[config.mk]
export PLATFORM = sky130hd
export DESIGN_NAME = cpu_mem_stage
export DESIGN_NICKNAME = d
export VERILOG_FILES = /design/src/rtl/cpu_mem_stage.sv
export SDC_FILE = /design/constraint.sdc
export NUM_CORES = 1
export LEC_CHECK = 0
export ABC_AREA = 0
export ABC_CLOCK_PERIOD_IN_PS = 4800
export CELL_PAD_IN_SITES_DETAIL_PLACEMENT = 0
export CELL_PAD_IN_SITES_GLOBAL_PLACEMENT = 1
export CORE_MARGIN = 5
export CORE_UTILIZATION = 33
export CTS_CLUSTER_SIZE = 24
export DETAILED_ROUTE_END_ITERATION = 8
export PLACE_DENSITY_LB_ADDON = 0.1
export SLEW_MARGIN = 20
export SYNTH_ARGS = -nofsm -noshare
export SYNTH_HDL_FRONTEND = slang
export SYNTH_SLANG_ARGS = --single-unit
[constraint.sdc]
create_clock -name clk -period 4.8 [get_ports clk]
set_input_delay 0.96 -clock clk [delete_from_list [all_inputs] [get_ports clk]]
set_output_delay 0.96 -clock clk [all_outputs]
set_load 0.03 [all_outputs]
[src/rtl/cpu_mem_stage.sv]
// Multi-cycle MEM pipeline stage: issues one req/ack access per instruction, stalls the pipeline while it is
// outstanding, and flags a memory that never answers. Define MEM_FWD_EN to select WB-forwarded store data.
module cpu_mem_stage #(
    parameter int DATA_W  = 16,
    parameter int ADDR_W  = 16,
    parameter int TIMEOUT = 15
) (
    input  logic              clk,
    input  logic              rst_n,
    input  logic              in_valid,
    input  logic [ADDR_W-1:0] in_addr,
    input  logic [DATA_W-1:0] in_wdata,
    input  logic              mem_read,
    input  logic              mem_write,
    input  logic              fwd_sel,
    input  logic [DATA_W-1:0] wb_fdata,
    output logic              stall,
    output logic              out_valid,
    output logic [DATA_W-1:0] out_rdata,
    output logic              mem_req,
    output logic              mem_we,
    output logic [ADDR_W-1:0] mem_addr,
    output logic [DATA_W-1:0] mem_wdata,
    input  logic              mem_ack,
    input  logic [DATA_W-1:0] mem_rdata,
    output logic              err,
    input  logic              err_clr
);

    typedef enum logic [1:0] {
        S_IDLE = 2'd0,
        S_WAIT = 2'd1,
        S_DONE = 2'd2
    } state_t;

    localparam logic [7:0] TIMEOUT_C = 8'(TIMEOUT);

    state_t            r_state;
    state_t            w_nextState;
    logic [7:0]        r_cnt;
    logic [ADDR_W-1:0] r_memAddr;
    logic [DATA_W-1:0] r_memWdata;
    logic              r_memWe;
    logic [DATA_W-1:0] r_outRdata;
    logic              r_err;

    logic              w_access;
    logic              w_timeout;
    logic [DATA_W-1:0] w_storeData;

    assign w_access = in_valid & (mem_read | mem_write);

`ifdef MEM_FWD_EN
    assign w_storeData = fwd_sel ? wb_fdata : in_wdata;
`else
    logic w_unused;
    assign w_storeData = in_wdata;
    assign w_unused    = fwd_sel ^ (^wb_fdata);
`endif

    // An ack in the same cycle as the last allowed WAIT cycle counts as success, not timeout.
    assign w_timeout = (r_state == S_WAIT) & ~mem_ack & ((r_cnt + 8'd1) == TIMEOUT_C);

    always_ff @(posedge clk or negedge rst_n) begin
        if (!rst_n) begin
            r_state <= S_IDLE;
        end else begin
            r_state <= w_nextState;
        end
    end

    always_comb begin
        w_nextState = r_state;
        mem_req     = 1'b0;
        out_valid   = 1'b0;
        stall       = 1'b0;
        case (r_state)
            S_IDLE: begin
                stall = w_access;
                if (w_access) begin
                    w_nextState = S_WAIT;
                end
            end
            S_WAIT: begin
                mem_req = 1'b1;
                stall   = 1'b1;
                if (mem_ack || w_timeout) begin
                    w_nextState = S_DONE;
                end
            end
            S_DONE: begin
                out_valid   = 1'b1;
                w_nextState = S_IDLE;
            end
            default: begin
                w_nextState = S_IDLE;
            end
        endcase
        // Held-over instruction inputs must not raise stall while the stage is being reset.
        if (!rst_n) begin
            stall = 1'b0;
        end
    end

    always_ff @(posedge clk or negedge rst_n) begin
        if (!rst_n) begin
            r_memAddr  <= '0;
            r_memWdata <= '0;
            r_memWe    <= 1'b0;
            r_outRdata <= '0;
            r_cnt      <= '0;
        end else begin
            case (r_state)
                S_IDLE: begin
                    if (w_access) begin
                        r_memAddr  <= in_addr;
                        r_memWdata <= w_storeData;
                        r_memWe    <= mem_write;
                        r_cnt      <= '0;
                    end
                end
                S_WAIT: begin
                    if (mem_ack) begin
                        if (!r_memWe) begin
                            r_outRdata <= mem_rdata;
                        end
                    end else begin
                        r_cnt <= r_cnt + 8'd1;
                    end
                end
                default: begin
                end
            endcase
        end
    end

    always_ff @(posedge clk or negedge rst_n) begin
        if (!rst_n) begin
            r_err <= 1'b0;
        end else if (w_timeout) begin
            r_err <= 1'b1;
        end else if (err_clr) begin
            r_err <= 1'b0;
        end
    end

    assign mem_we    = r_memWe;
    assign mem_addr  = r_memAddr;
    assign mem_wdata = r_memWdata;
    assign out_rdata = r_outRdata;
    assign err       = r_err;

endmodule

# == After elaboration in Yosys (flattened, before gate mapping) ==
# Index checks and enable logic that the tools add are counted.
# op_classes
addsub,1
n_eq_ne,6
muxes,12
bitwise_logic,6
n_reduce_logical,8
# op_table
cell,count
8-bit 2-to-1 mux,2
8-bit case mux with 2 select lines,1
8-bit by 1-bit adder with 8-bit output (second input constant),1
8-bit by 4-bit == test with 1-bit output (second input constant),1
3-bit AND reduction,2
1-bit 2-to-1 mux,5
2-bit 2-to-1 mux,2
2-bit inequality test (second input constant),2
2-bit case mux with 2 select lines,1
2-bit AND reduction,2
2-bit nonzero test,2
1-bit bitwise AND,3
2-bit by 1-bit == test with 1-bit output (second input constant),1
2-bit == test (second input constant),1
2-bit logical NOT,1
2-bit by 1-bit inequality test with 1-bit output (second input constant),1
1-bit NOT,2
1-bit case mux with 2 select lines,1
1-bit logical OR,1
1-bit bitwise OR,1
# word_totals
reg_bits,60
in_bits,72
out_inout_bits,53
wordCells,40

# == Logic depth before layout (Yosys ltp) ==
# Gate-level depths: netlist of the first run.
# logic_depth
ltp_word,6
depth_mapped,5

# == Least setup slack after synthesis of the first run ==
# No wires, ideal clock.
# synth_path
path_type,input to output
from,in mem_write
to,out stall
arrival_ns,1.634
required_time_ns,3.840
setup_slack_ns,2.206
cell_stages,2
n_path_buf,0
path_cell_list,o21ai_0 -> a21oi_1
# synth_via
elab_chain_cells,4
# synth_lines
item,line,source
from (decl),14,"input logic mem_write,"
1-bit bitwise OR,51,assign w_access = in_valid & (mem_read | mem_write);
1-bit bitwise AND,51,
1-bit case mux with 2 select lines,77,case (r_state)
1-bit 2-to-1 mux,100,if (!rst_n) begin
to (decl),17,"output logic stall,"
# Every way passes these cells.

# == Final worst setup path of the first run ==
# Same ends and word-level chain as after synthesis.

==> results of run 1 <==
## worst paths after layout
| path | end | slack (ns) | cells after the start |
|---|---|---|---|
| setup / recovery | stall | 1.19 | 4 |
| hold / removal | err$_DFFE_PN0P_ | 0.49 | 2 |
| setup reg to reg | out_rdata[5]$_DFFE_PN0P_ | 2.88 | 3 |
| hold reg to reg | err$_DFFE_PN0P_ | 0.49 | 2 |
| max in group asynchronous | mem_wdata[15]$_DFFE_PN0P_ | 3.49 | 2 |
| min in group asynchronous | out_rdata[4]$_DFFE_PN0P_ | 0.82 | 2 |
## synthesized netlist by cell type
master    number
nor3b_2        1
or3b_1         1
or4_1          2
a41oi_1        1
a211o_1        1
ha_1           2
o211a_1        1
nand2_1        6
or2b_1         1
mux2_2        49
a31oi_1        3
o21ai_0        4
buf_6          2
o41ai_1        2
and3_1         1
buf_4          2
inv_1          6
nand2b_1       2
or2_1          2
nor3b_4        1
and2b_2        1
buf_2          2
clkbuf_1       1
dfrtp_1       60
a311o_1        1
xnor2_1        2
a21oi_1        2
nand3_1        3
o211ai_1       5
a2bb2o_1       1
nor4_1         1
nand4_1        1
nor3_1         1
o22ai_1        1
## routing by layer
layer | part of all wire, % | up-vias | wire length (um) | GRT usage (%)
met5 | 0 | - | 0 | 0
met4 | 1.5 | 0 | 87 | 6.16
met3 | 7.4 | 10 | 436 | 5.25
met2 | 46 | 65 | 2750 | 20.3
met1 | 45 | 880 | 2660 | 16.2
li1 | - | 849 | - | -
## area by class of cell
type / instances / area (um^2) / share of cell area (%)
clock buffer: 14 / 173 / 4.50
multi-input combinational: 99 / 910 / 23.7
sequential: 60 / 1500 / 39.1
tap: 99 / 124 / 3.22
timing repair buffer: 109 / 1080 / 28.1
clock inverter: 1 / 30.0 / 0.782
inverter: 6 / 22.5 / 0.586
## registers in the layout (all words and copies together), names as in the netlist
register   cells
mem_we         1
out_rdata     16
mem_addr      16
r_state        2
r_cnt          8
mem_wdata     16
err            1
## critical path, delay by kind of cell
family / cells / cell delay (ns)
AOI/OAI and AO/OA: 2 / 0.65
buffers and inverters: 2 / 1.04
## cell families after synthesis
family / count (synthesis) / synth area share, %
flops: 60 / 60.4
mux: 49 / 22.2
simple gates: 24 / 6.34
compound gates: 22 / 6.35
buf+inv: 13 / 2.97
xor+xnor: 2 / 0.705
fa+ha+maj: 2 / 1.01
## power by group through the flow
stage	Sequential [mW]	Combinational, mW	Clock (mW)
after global routing	0.905	1.47	0.508
after detailed placement	0.885	1.40	0
after CTS	0.875	1.41	0.486
final	0.874	1.38	0.464
after global placement	0.873	1.40	0
after floorplan	1.30	0.399	0
==> out/summary.log, run 1 <==
INFO  outcome        outcome=complete, no violations
INFO  layout         layout_commonest_cell=clkdlybuf4s50_1
INFO  route          detailedRoute.firstIterationViolations=56
INFO  setup_path     timing.critical_path.required=3.84ns
INFO  synthesis      postSynthCellCount=172
INFO  layout         post-route-util=52.7%
INFO  timing         timing.setup.tns=0ns
INFO  floorplanning  dieArea=9370um^2
INFO  placement      gp_congestion=0.715
INFO  placement      dpl_cell_area=3640um^2
INFO  clock_network  numCtsBuffers=9
INFO  grt            grt_start_max_net_pins=61
INFO  hold_path      timing.hold.worst.class=flip-flop to flip-flop
INFO  timing         tightest_slew=0.772ns
INFO  setup_path     crit_path_max_fanout=5
INFO  setup_path     worstSetupPathType=primary input to primary output
INFO  route          drt-vias-per-instance=4.65
INFO  floorplanning  top_level_ports=125
INFO  clock_network  cts_post_setup_buffers_inserted=0
INFO  job            timing.max_cap.violations=0
INFO  power          total_power=2.72mW
INFO  power          internal_power_summed_over_all_cells=1.67mW
INFO  placement      placed_cells=373
INFO  grt            initial_antenna_violation_count=0
INFO  synthesis      seq_area_frac_synth=60.4%
INFO  grt            grt_overflow=0
INFO  clock_network  cts_root_buffer_type=clkbuf_8
INFO  placement      dp_hpwl=4.24mm
INFO  hold_path      min-delay-start=err$_DFFE_PN0P_
INFO  grt            global_route_wire_length_before_repair=9.80mm
INFO  floorplanning  overall_die_height=96.8um
INFO  floorplanning  floorplan.die.width=96.8um
INFO  clock_network  clock_tree.buffer_depth=2
INFO  timing         timing.final.ws_setup=1.19ns
INFO  setup_path     critical_path.endpoint_type=primary output
INFO  timing         hold_violations=0
INFO  timing         hold_ws=0.491ns
INFO  timing         clock.fmax=277MHz
INFO  route          remaining_drc_errors=0
INFO  timing         slew_headroom=48.0%
INFO  layout         fin_area=3840um^2
INFO  timing         finalSetupViolCount=0
INFO  synthesis      synth_top_area_cell=dfrtp_1
INFO  clock_network  clock_sink_count=60
INFO  synthesis      synth.avg_cell_area=14.4um^2
INFO  setup_path     cpPeakStageDelay=0.62ns
INFO  clock_network  cts_tree=done
INFO  layout         post_route_insts_no_fill=388
INFO  layout         num-fill-cells=709
INFO  floorplanning  placeableCoreArea=7290um^2
INFO  timing         grt_setup_unrepaired=no
INFO  power          sw_frac_of_total=38.5%
INFO  route          post_drt_wl_per_cell=15.3um
INFO  synthesis      post_synth_main_area_contributors=dfrtp_1 (60%), mux2_2 (22%), o211ai_1 (1.5%)
INFO  placement      post-place-ws=1.16ns
INFO  layout         final_layout_size_suffix_gt1_share=23.5%
INFO  power          max-vdd-ir-drop=0.268mV
INFO  grt            vias_in_the_first_global_route=1,887
INFO  synthesis      synth.cell_area=2480um^2
INFO  floorplanning  placement_rows=31
INFO  layout         layout-area-overhead-vs-synth=54.6%
INFO  power          pwr-share-clk=17.1%
INFO  clock_network  cts_resized=0
INFO  route          vias=1,804
INFO  route          routed_wire_length=5.93mm
INFO  setup_path     worst_path_most_repeated_cell=clkdlybuf4s50_1
INFO  setup_path     cp_data_arrival_time=2.65ns
INFO  timing         finClkSkew=0.00484ns
INFO  setup_path     cp_cell_sequence=clkdlybuf4s50_1, o21ai_0, a21oi_1, clkdlybuf4s50_1
INFO  power          total_switching_power=1.05mW
INFO  synthesis      yosys.cell_types.count=34
INFO  setup_path     crit_path_top_delay_cell=clkdlybuf4s50_1
INFO  floorplanning  initial_core_util=34.1%
INFO  synthesis      yosys.area.top_type_share=60.4%
INFO  timing         final_min_period_over_clock_period=75.1%
INFO  clock_network  cts.hold.buffers_added=0
INFO  power          leakagePower=1.59nW
INFO  placement      buffer_ports.inserted=107
INFO  setup_path     startpoint=mem_write
INFO  synthesis      count_of_state_elements_after_synthesis=60
INFO  layout         finish.net_count=359
INFO  power          power-per-cell-area=709nW/um^2
INFO  synthesis      syn_nets=246
INFO  clock_network  ctsHtreeMaxLevel=3
INFO  layout         most-common-layout-cells=clkdlybuf4s50_1 (106), dfrtp_1 (60), mux2_2 (49)
INFO  clock_network  cts.clk_slew.worst_paths=0.06ns
INFO  power          combPwrFrac=50.9%
INFO  timing         maxSlewViolCount=0
INFO  power          seq_power_share=32.1%
INFO  route          drt_first_pass_iters=4
INFO  layout         num_antenna_cells=0
INFO  synthesis      synth_warnings=0
INFO  route          postRouteAntennaNets=0
INFO  setup_path     reg2reg_from=r_state[1]$_DFFE_PN0P_
INFO  timing         timing.final.crit_period=3.61ns
INFO  clock_network  clk-insertion-delay-late=0.32ns
INFO  grt            grt_usage=13.2%
INFO  setup_path     cp-start-kind=primary input
(Power assumes the default switching activity.)
==> run 2, diff against run 1 <==
--- a/config.mk
+++ b/config.mk
@@ -6,11 +6,11 @@
 export NUM_CORES = 1
 export LEC_CHECK = 0
 export ABC_AREA = 0
-export ABC_CLOCK_PERIOD_IN_PS = 4800
+export ABC_CLOCK_PERIOD_IN_PS = 3100
 export CELL_PAD_IN_SITES_DETAIL_PLACEMENT = 0
 export CELL_PAD_IN_SITES_GLOBAL_PLACEMENT = 1
 export CORE_MARGIN = 5
-export CORE_UTILIZATION = 33
+export CORE_UTILIZATION = 28
 export CTS_CLUSTER_SIZE = 24
 export DETAILED_ROUTE_END_ITERATION = 8
 export PLACE_DENSITY_LB_ADDON = 0.1
==> constraint.sdc (replaced) <==
create_clock -name clk -period 3.1 [get_ports clk]
set_input_delay 0.62 -clock clk [delete_from_list [all_inputs] [get_ports clk]]
set_output_delay 0.62 -clock clk [all_outputs]
set_load 0.03 [all_outputs]
==> run 2 against run 1 <==
Sequential share of layout area is 0.32 points lower. Critical path type unchanged. Critical path depth stayed put. First-iteration DRC count is 36% higher. Via count is 1.2% lower. Combinational power is 57% higher. Count of clock-buffer cells in the layout is 2 lower. Cell count is 2.8% higher. Power is 55% higher.
==> out/summary.log, run 2 (synthesis gave the netlist of run 1 again) <==
INFO  outcome        outcome=complete, no violations
INFO  clock_network  cts_tree=done
INFO  timing         slew_headroom=48.8%
INFO  route          detailedRoute.firstIterationViolations=76
INFO  timing         tightest_slew=0.760ns
INFO  power          sw_frac_of_total=38.9%
INFO  floorplanning  dieArea=10,900um^2
INFO  clock_network  cts_resized=0
INFO  setup_path     worst_path_most_repeated_cell=clkdlybuf4s50_1
INFO  clock_network  clock_tree.buffer_depth=2
INFO  setup_path     cp_data_arrival_time=2.22ns
INFO  floorplanning  top_level_ports=125
INFO  job            timing.max_cap.violations=0
INFO  timing         grt_setup_unrepaired=no
INFO  layout         num-fill-cells=818
INFO  floorplanning  placeableCoreArea=8680um^2
INFO  setup_path     crit_path_top_delay_cell=clkdlybuf4s50_1
INFO  setup_path     cp-start-kind=primary input
INFO  placement      gp_congestion=0.680
INFO  setup_path     reg2reg_from=r_state[1]$_DFFE_PN0P_
INFO  route          drt_first_pass_iters=4
INFO  power          seq_power_share=32.0%
INFO  timing         finClkSkew=0.0125ns
INFO  setup_path     cpPeakStageDelay=0.62ns
INFO  clock_network  cts_root_buffer_type=clkbuf_8
INFO  floorplanning  overall_die_height=104um
INFO  route          post_drt_wl_per_cell=15.1um
INFO  floorplanning  placement_rows=34
INFO  clock_network  cts_post_setup_buffers_inserted=0
INFO  clock_network  clock_sink_count=60
INFO  grt            global_route_wire_length_before_repair=9.79mm
INFO  timing         timing.setup.tns=0ns
INFO  layout         final_layout_size_suffix_gt1_share=24.4%
INFO  timing         final_min_period_over_clock_period=91.7%
INFO  route          postRouteAntennaNets=0
INFO  power          max-vdd-ir-drop=0.458mV
INFO  setup_path     crit_path_max_fanout=5
INFO  timing         maxSlewViolCount=0
INFO  power          combPwrFrac=51.1%
INFO  grt            grt_overflow=0
INFO  timing         hold_violations=0
INFO  clock_network  numCtsBuffers=9
INFO  layout         most-common-layout-cells=clkdlybuf4s50_1 (106), dfrtp_1 (60), mux2_2 (49)
INFO  route          remaining_drc_errors=0
INFO  grt            initial_antenna_violation_count=0
INFO  power          internal_power_summed_over_all_cells=2.58mW
INFO  layout         post-route-util=44.6%
INFO  clock_network  cts.hold.buffers_added=0
INFO  clock_network  ctsHtreeMaxLevel=3
INFO  floorplanning  floorplan.die.width=104um
INFO  route          vias=1,782
INFO  layout         layout_commonest_cell=clkdlybuf4s50_1
INFO  layout         num_antenna_cells=0
INFO  clock_network  clk-insertion-delay-late=0.33ns
INFO  placement      buffer_ports.inserted=107
INFO  setup_path     cp_cell_sequence=clkdlybuf4s50_1, o21ai_0, a21oi_1, clkdlybuf4s50_1
INFO  layout         finish.net_count=360
INFO  setup_path     crit_buf_inv=2
INFO  setup_path     critical_path.endpoint_type=primary output
INFO  layout         layout-area-overhead-vs-synth=55.8%
INFO  power          total_switching_power=1.64mW
INFO  setup_path     worstSetupPathType=primary input to primary output
INFO  grt            vias_in_the_first_global_route=1,841
INFO  placement      dp_hpwl=4.36mm
INFO  timing         finalSetupViolCount=0
INFO  setup_path     startpoint=mem_write
INFO  grt            grt_start_max_net_pins=61
INFO  setup_path     rr_worst_depth=3
INFO  setup_path     rrSetupSlack=1.38ns
INFO  timing         hold_ws=0.458ns
INFO  floorplanning  initial_core_util=28.6%
INFO  placement      dpl_cell_area=3670um^2
INFO  grt            grt_usage=11.4%
INFO  power          leakagePower=1.60nW
INFO  setup_path     timing.rr.end=r_cnt[6]$_DFFE_PN0P_
INFO  setup_path     critical_path.top_delay_family=buffers and inverters
INFO  timing         timing.final.crit_period=2.84ns
INFO  setup_path     timing.critical_path.required=2.48ns
INFO  timing         clock.fmax=352MHz
INFO  power          power-per-cell-area=1090nW/um^2
INFO  hold_path      timing.hold.worst.class=primary input to async pin
INFO  route          routed_wire_length=6.01mm
INFO  layout         fin_area=3870um^2
INFO  power          pwr-share-clk=16.9%
INFO  clock_network  cts.clk_slew.worst_paths=0.07ns
INFO  route          drt-vias-per-instance=4.47
run 2: cell type report:
class | instances | area, um^2 | area share, %
sequential | 60 | 1500 | 38.8
timing repair buffer | 110 | 1100 | 28.4
multi-input combinational | 99 | 910 | 23.5
clock buffer | 12 | 155 | 4.01
tap | 108 | 135 | 3.49
clock inverter | 4 | 47.5 | 1.23
inverter | 6 | 22.5 | 0.582
run 2: layer usage:
layer  wire, um  GRT usage, %
met5          0             0
met4         88          5.27
met3        429          4.10
met2       2780          17.0
met1       2710          14.6
run 2: power by group through the flow:
stage	Combinational, mW	Sequential [mW]	Clock, mW
2_1_floorplan	0.618	2.01	0
3_5_place_dp	2.19	1.37	0
6_report	2.16	1.35	0.714
5_1_grt	2.28	1.40	0.782
3_3_place_gp	2.19	1.36	0
4_1_cts	2.19	1.36	0.742
run 2: how the worst max path moves through the flow:
stage             to  slack (ns)  depth (start not counted)
6_report       stall        0.26                          4
5_1_grt        stall        0.16                          4
4_1_cts        stall        0.26                          4
3_5_place_dp   stall        0.29                          4
3_3_place_gp   stall        0.30                          4
2_1_floorplan  stall        1.19                          2
run 2: stage by stage:
stage	power [mW]	setup slack, ns	instances
2_1_floorplan	2.63	1.19	172
3_3_place_gp	3.54	0.299	383
3_5_place_dp	3.56	0.286	383
4_1_cts	4.29	0.265	399
5_1_grt	4.47	0.161	399
6_report	4.22	0.257	399
==> run 3, diff against run 2 <==
--- a/config.mk
+++ b/config.mk
@@ -9,7 +9,6 @@
 export ABC_CLOCK_PERIOD_IN_PS = 3100
 export CELL_PAD_IN_SITES_DETAIL_PLACEMENT = 0
 export CELL_PAD_IN_SITES_GLOBAL_PLACEMENT = 1
-export CORE_MARGIN = 5
 export CORE_UTILIZATION = 28
 export CTS_CLUSTER_SIZE = 24
 export DETAILED_ROUTE_END_ITERATION = 8
==> run 3 against run 2 <==
Die area is 15% lower. Sequential power about the same. Non-clock buffer count up 1. Critical endpoint unchanged.
==> out/summary.log, run 3 (synthesis gave the netlist of run 1 again) <==
INFO  outcome        outcome=complete, no violations
INFO  clock_network  clock_tree.buffer_depth=2
INFO  setup_path     cp-start-kind=primary input
INFO  setup_path     critical_path.endpoint_type=primary output
INFO  floorplanning  floorplan.die.width=96.2um
INFO  clock_network  numCtsBuffers=9
INFO  grt            grt_start_max_net_pins=61
INFO  clock_network  clock_sink_count=60
INFO  layout         layout-area-overhead-vs-synth=54.9%
INFO  timing         finClkSkew=0.00435ns
INFO  setup_path     worst_path_most_repeated_cell=clkdlybuf4s50_1
INFO  route          detailedRoute.firstIterationViolations=76
INFO  clock_network  clk-insertion-delay-late=0.33ns
INFO  floorplanning  placeableCoreArea=8640um^2
INFO  layout         layout_commonest_cell=clkdlybuf4s50_1
INFO  timing         clock.fmax=372MHz
INFO  setup_path     timing.critical_path.required=2.48ns
INFO  timing         finalSetupViolCount=0
INFO  layout         finish.net_count=361
INFO  setup_path     cp_data_arrival_time=2.06ns
INFO  clock_network  cts.hold.buffers_added=0
INFO  clock_network  ctsHtreeMaxLevel=3
INFO  route          vias=1,782
INFO  setup_path     crit_path_top_delay_cell=clkdlybuf4s50_1
INFO  timing         slew_headroom=48.4%
INFO  placement      gp_congestion=0.689
INFO  grt            initial_antenna_violation_count=0
INFO  power          power-per-cell-area=1080nW/um^2
INFO  timing         timing.final.crit_period=2.68ns
INFO  power          combPwrFrac=51.8%
INFO  route          routed_wire_length=5.66mm
INFO  layout         final_layout_size_suffix_gt1_share=23.8%
INFO  layout         num_antenna_cells=0
INFO  layout         most-common-layout-cells=clkdlybuf4s50_1 (106), dfrtp_1 (60), mux2_2 (49)
INFO  power          total_switching_power=1.62mW
INFO  timing         tightest_slew=0.773ns
INFO  floorplanning  dieArea=9260um^2
INFO  setup_path     cp_cell_sequence=clkdlybuf4s50_1, o21ai_0, a21oi_1, clkdlybuf4s50_1
INFO  route          remaining_drc_errors=0
INFO  floorplanning  initial_core_util=28.8%
INFO  route          post_drt_wl_per_cell=14.2um
INFO  power          internal_power_summed_over_all_cells=2.53mW
INFO  hold_path      timing.hold.worst.class=primary input to async pin
INFO  route          drt-vias-per-instance=4.48
INFO  setup_path     cpPeakStageDelay=0.68ns
INFO  power          seq_power_share=32.7%
INFO  route          postRouteAntennaNets=0
INFO  floorplanning  top_level_ports=125
INFO  grt            vias_in_the_first_global_route=1,864
INFO  layout         post-route-util=44.6%
INFO  power          leakagePower=1.59nW
INFO  timing         maxSlewViolCount=0
INFO  clock_network  cts_post_setup_buffers_inserted=0
INFO  clock_network  cts_root_buffer_type=clkbuf_8
INFO  timing         hold_ws=0.476ns
INFO  setup_path     worstSetupPathType=primary input to primary output
INFO  grt            grt_usage=13.2%
INFO  timing         hold_violations=0
INFO  clock_network  cts.clk_slew.worst_paths=0.06ns
INFO  setup_path     crit_path_max_fanout=2
INFO  timing         final_min_period_over_clock_period=86.6%
INFO  placement      dp_hpwl=3.83mm
INFO  route          drt_first_pass_iters=4
INFO  timing         timing.setup.tns=0ns
INFO  floorplanning  placement_rows=34
INFO  power          total_power=4.15mW
INFO  clock_network  cts_resized=0
INFO  power          sw_frac_of_total=39.1%
INFO  power          pwr-share-clk=15.5%
INFO  placement      buffer_ports.inserted=107
INFO  power          max-vdd-ir-drop=0.480mV
INFO  grt            grt_overflow=0
INFO  grt            global_route_wire_length_before_repair=8.94mm
INFO  job            timing.max_cap.violations=0
INFO  clock_network  cts_tree=done
INFO  timing         grt_setup_unrepaired=no
INFO  floorplanning  overall_die_height=96.2um
[run 3: cell type report]
| cell class | count | area, um^2 |
|---|---|---|
| timing repair buffer | 111 | 1110 |
| sequential | 60 | 1500 |
| multi-input combinational | 99 | 910 |
| clock buffer | 11 | 131 |
| inverter | 6 | 22.5 |
| tap | 108 | 135 |
| fill | 823 | 4790 |
| clock inverter | 3 | 40.0 |
[run 3: per-layer routing]
metal | track usage, % | vias to the layer above | part of all wire (%) | wire length, um
li1 | - | 850 | - | -
met1 | 16.0 | 850 | 43 | 2440
met2 | 19.6 | 75 | 45 | 2540
met3 | 7.35 | 7 | 11 | 621
met4 | 4.85 | 0 | 1.2 | 69
met5 | 0 | - | 0 | 0
[run 3: metrics by stage]
step | worst slack, ns | instance area [um^2] | std cells
2_1_floorplan | 1.19 | 2480 | 172
3_3_place_gp | 0.427 | 3680 | 384
3_5_place_dp | 0.421 | 3680 | 384
4_1_cts | 0.410 | 3850 | 398
5_1_grt | 0.344 | 3850 | 398
6_report | 0.415 | 3850 | 398
[run 3: power groups by stage]
| stage | Clock [mW] | Combinational [mW] | Sequential (mW) |
|---|---|---|---|
| after floorplan | 0 | 0.618 | 2.01 |
| after global placement | 0 | 2.17 | 1.36 |
| after detailed placement | 0 | 2.17 | 1.37 |
| after CTS | 0.681 | 2.18 | 1.36 |
| after global routing | 0.706 | 2.29 | 1.41 |
| final | 0.646 | 2.15 | 1.36 |
[run 3: path summary, 6_finish.rpt]
check                                          start                        end  slack, ns  cells past startpoint
setup / recovery                           mem_write                      stall       0.42                      4
hold / removal                                 rst_n   out_rdata[1]$_DFFE_PN0P_       0.48                      2
setup reg to reg              r_state[1]$_DFFE_PN0P_       r_cnt[7]$_DFFE_PN0P_       1.37                      3
hold reg to reg            mem_wdata[15]$_DFFE_PN0P_  mem_wdata[15]$_DFFE_PN0P_       0.50                      1
max in group asynchronous                      rst_n            err$_DFFE_PN0P_       2.09                      2
min in group clk           mem_wdata[15]$_DFFE_PN0P_  mem_wdata[15]$_DFFE_PN0P_       0.50                      1
[run 3: critical path: cells and delay by family]
kind | cells | cell delay (ns)
AOI/OAI and AO/OA | 2 | 0.28
buffers and inverters | 2 | 1.16
==> edit: new RTL, config.mk and constraints of run 1 <==
The 3 states of `state_t` get a one-hot encoding in 3 bits.
--- a/src/rtl/cpu_mem_stage.sv
+++ b/src/rtl/cpu_mem_stage.sv
@@ -28,8 +28,8 @@
 );
 
-    typedef enum logic [1:0] {
-        S_IDLE = 2'd0,
-        S_WAIT = 2'd1,
-        S_DONE = 2'd2
+    typedef enum logic [2:0] {
+        S_IDLE = 3'b001,
+        S_WAIT = 3'b010,
+        S_DONE = 3'b100
     } state_t;
 
Check against the original RTL: no difference found for any inputs over 10 cycles, from zero or initial values and one cycle with rst_n low; not proved beyond that.
==> edit against run 1 <==
Synthesized cell count grew 5.8%. Worst setup slack lost 49 ps. Area after synthesis grew 3.3%. Count of clock-buffer cells in the layout shrank 2. Die area grew 2.9%. Sequential cell count grew 1. Clock power grew 9.9%. First-iteration DRC count shrank 21%. Routed wire length grew 5.4%. Power shrank 8.8%. Final area grew 2.7%. Largest power group unchanged. Highest routed layer unchanged.
==> edit: results (changes against run 1) <==
* Maximum root-to-sink buffer count at 2 (unchanged)
* Placed Instance Area at 3720 µm² (+2.2%)
* Warning count from the yosys run at 0 (unchanged)
* Number of cells on the worst hold path at 1 (-1)
* Number of library cell types mapped by synthesis at 36 (+5.9%)
* Routed WL per cell at 15.5 µm (+1.7%)
* Fraction of registers with async set/reset at 100% (unchanged)
* Final Wtd Congestion at 0.738 (+3.2%)
* Total global-route track usage at 13.9% (+0.71 points)
* Worst reg2reg endpoint: mem_wdata[4]$_DFFE_PN0P_
* Minimum setup slack after placement at 1120 ps (-31.9 ps)
* Internal power summed over all cells at 0.00158 W (-5.6%)
* Pin count of the biggest net entering global routing at 62 (+1.6%)
* Number of clock buffers inserted by TritonCTS at 9 (unchanged)
* Source of the worst register-to-register timing path: r_state[0]$_DFFE_PN1P_
* Area growth from synthesis to final layout at 53.7%
* Initial antenna violation count at 0 (unchanged)
* Hold path startpoint: mem_wdata[6]$_DFFE_PN0P_
* Insertion delay of the later-clocked pin in the worst-skew pair at 330 ps
* Clk power at 0.000510 W (+9.9%)
* Fill cell instance count of the final layout at 673 (-5.1%)
* Static Leak at 1.65 nW (+3.7%)
* CTS-repair resized insts at 0 (unchanged)
* Detailed-routing iteration count for the pre-antenna-repair pass at 4 (unchanged)
* Overall power after layout at 0.00248 W (-8.8%)
* Max H-tree Level at 3 (unchanged)
* Number of port buffers at 107 (unchanged)
* Run status: complete, no violations
* Synth top cells by count: sky130_fd_sc_hd__dfrtp_1 (60), sky130_fd_sc_hd__mux2_2 (49), sky130_fd_sc_hd__nand2_1 (10), sky130_fd_sc_hd__o21ai_1 (10), sky130_fd_sc_hd__nor2_1 (6)
* Count of routing violations after the opening detailed-route iteration at 44 (-21%)
* Portion of the post-synthesis area used by sequential elements at 59.5% (-0.89 points)
* Layout Nets at 369 (+2.8%)
* Sequential power share at 33.2% (+1.1 points)
* Critical path arrival at 2700 ps (+50 ps)
* HPWL after detailed placement at 4.51 mm (+6.3%)
* Ant diodes at 0 (unchanged)
* Total via count after detailed routing at 1855 (+2.8%)
* Global-route wire length before repair at 10.5 mm (+7.5%)
* Classification of the worst-slack hold path: reg -> reg
* Setup slack on the worst flop-to-flop path at 2900 ps (+20 ps)
* CP Max Fanout at 3 (-2)
* Worst-path clk slew at 60 ps (about the same)
* Largest cells by area after synthesis: sky130_fd_sc_hd__dfrtp_1 (59%), sky130_fd_sc_hd__mux2_2 (22%), sky130_fd_sc_hd__o21ai_1 (2.0%), sky130_fd_sc_hd__buf_6 (1.8%), sky130_fd_sc_hd__nand2_1 (1.5%)
* Length in cells of the worst reg-to-reg path at 4 (+1)
* Number of nets produced by synthesis at 256 (+4.1%)
* Worst clock skew at 8.45 ps (+3.61 ps)
* Hold Crit Endpoint: mem_wdata[6]$_DFFE_PN0P_
* Worst supply voltage drop on vdd at 334 µV (+25%)
* Cell at the root of the clock tree: sky130_fd_sc_hd__clkbuf_8
* Share of cells above drive strength 1 at 25.0% (+1.5 points)
* Relative slew margins at 47.6% (-0.40 points)
* Number of global-route vias before repair at 2079 (+10%)
* Postcts setup bufs at 0 (unchanged)
==> edit: cell type report <==
cell class / instances / area share, %
sequential: 61 / 38.7
timing repair buffer: 109 / 27.4
multi-input combinational: 110 / 24.5
clock buffer: 12 / 3.93
tap: 102 / 3.24
clock inverter: 4 / 1.78
inverter: 4 / 0.381
==> edit: stage by stage <==
step	cells	hold slack, ps
after floorplan	182	480
after global placement	386	487
after detailed placement	386	494
after CTS	402	511
after global routing	402	525
final	402	505
==> edit: kinds of logic (layout without fill, tap and decap cells) <==
logic type / after synthesis / count (layout) / share of synthesized area [%]
flops: 61 / 61 / 59.5
mux: 49 / 49 / 21.5
simple gates: 35 / 35 / 8.63
compound gates: 23 / 23 / 6.09
buf+inv: 11 / 129 / 2.92
fa+ha+maj: 2 / 2 / 0.975
xor+xnor: 1 / 1 / 0.341
==> edit: worst max-delay path by stage <==
stage,end,slack [ps],from,cells after the start
floorplan,stall,1850,in_valid,4
global placement,stall,1130,in_valid,6
detailed placement,stall,1120,in_valid,6
CTS,stall,1120,in_valid,6
global route,stall,1060,in_valid,6
finish,stall,1140,in_valid,6
==> edit: worst max-delay path, stage by stage <==
cell and delay (ps):
sky130_fd_sc_hd__clkdlybuf4s50_1 460, sky130_fd_sc_hd__nand4bb_1 220, sky130_fd_sc_hd__nor2_4 170, sky130_fd_sc_hd__nor2_1 80
sky130_fd_sc_hd__nor2b_1 130, sky130_fd_sc_hd__clkdlybuf4s50_1 670
==> edit: routing by layer <==
metal  up-vias  GRT usage [%]  wire length [µm]
li1        873              -                 -
met5         -              0                 0
met3         6           6.43               471
met2        51           23.0              3120
met1       925           15.8              2590
met4         0           5.04                67
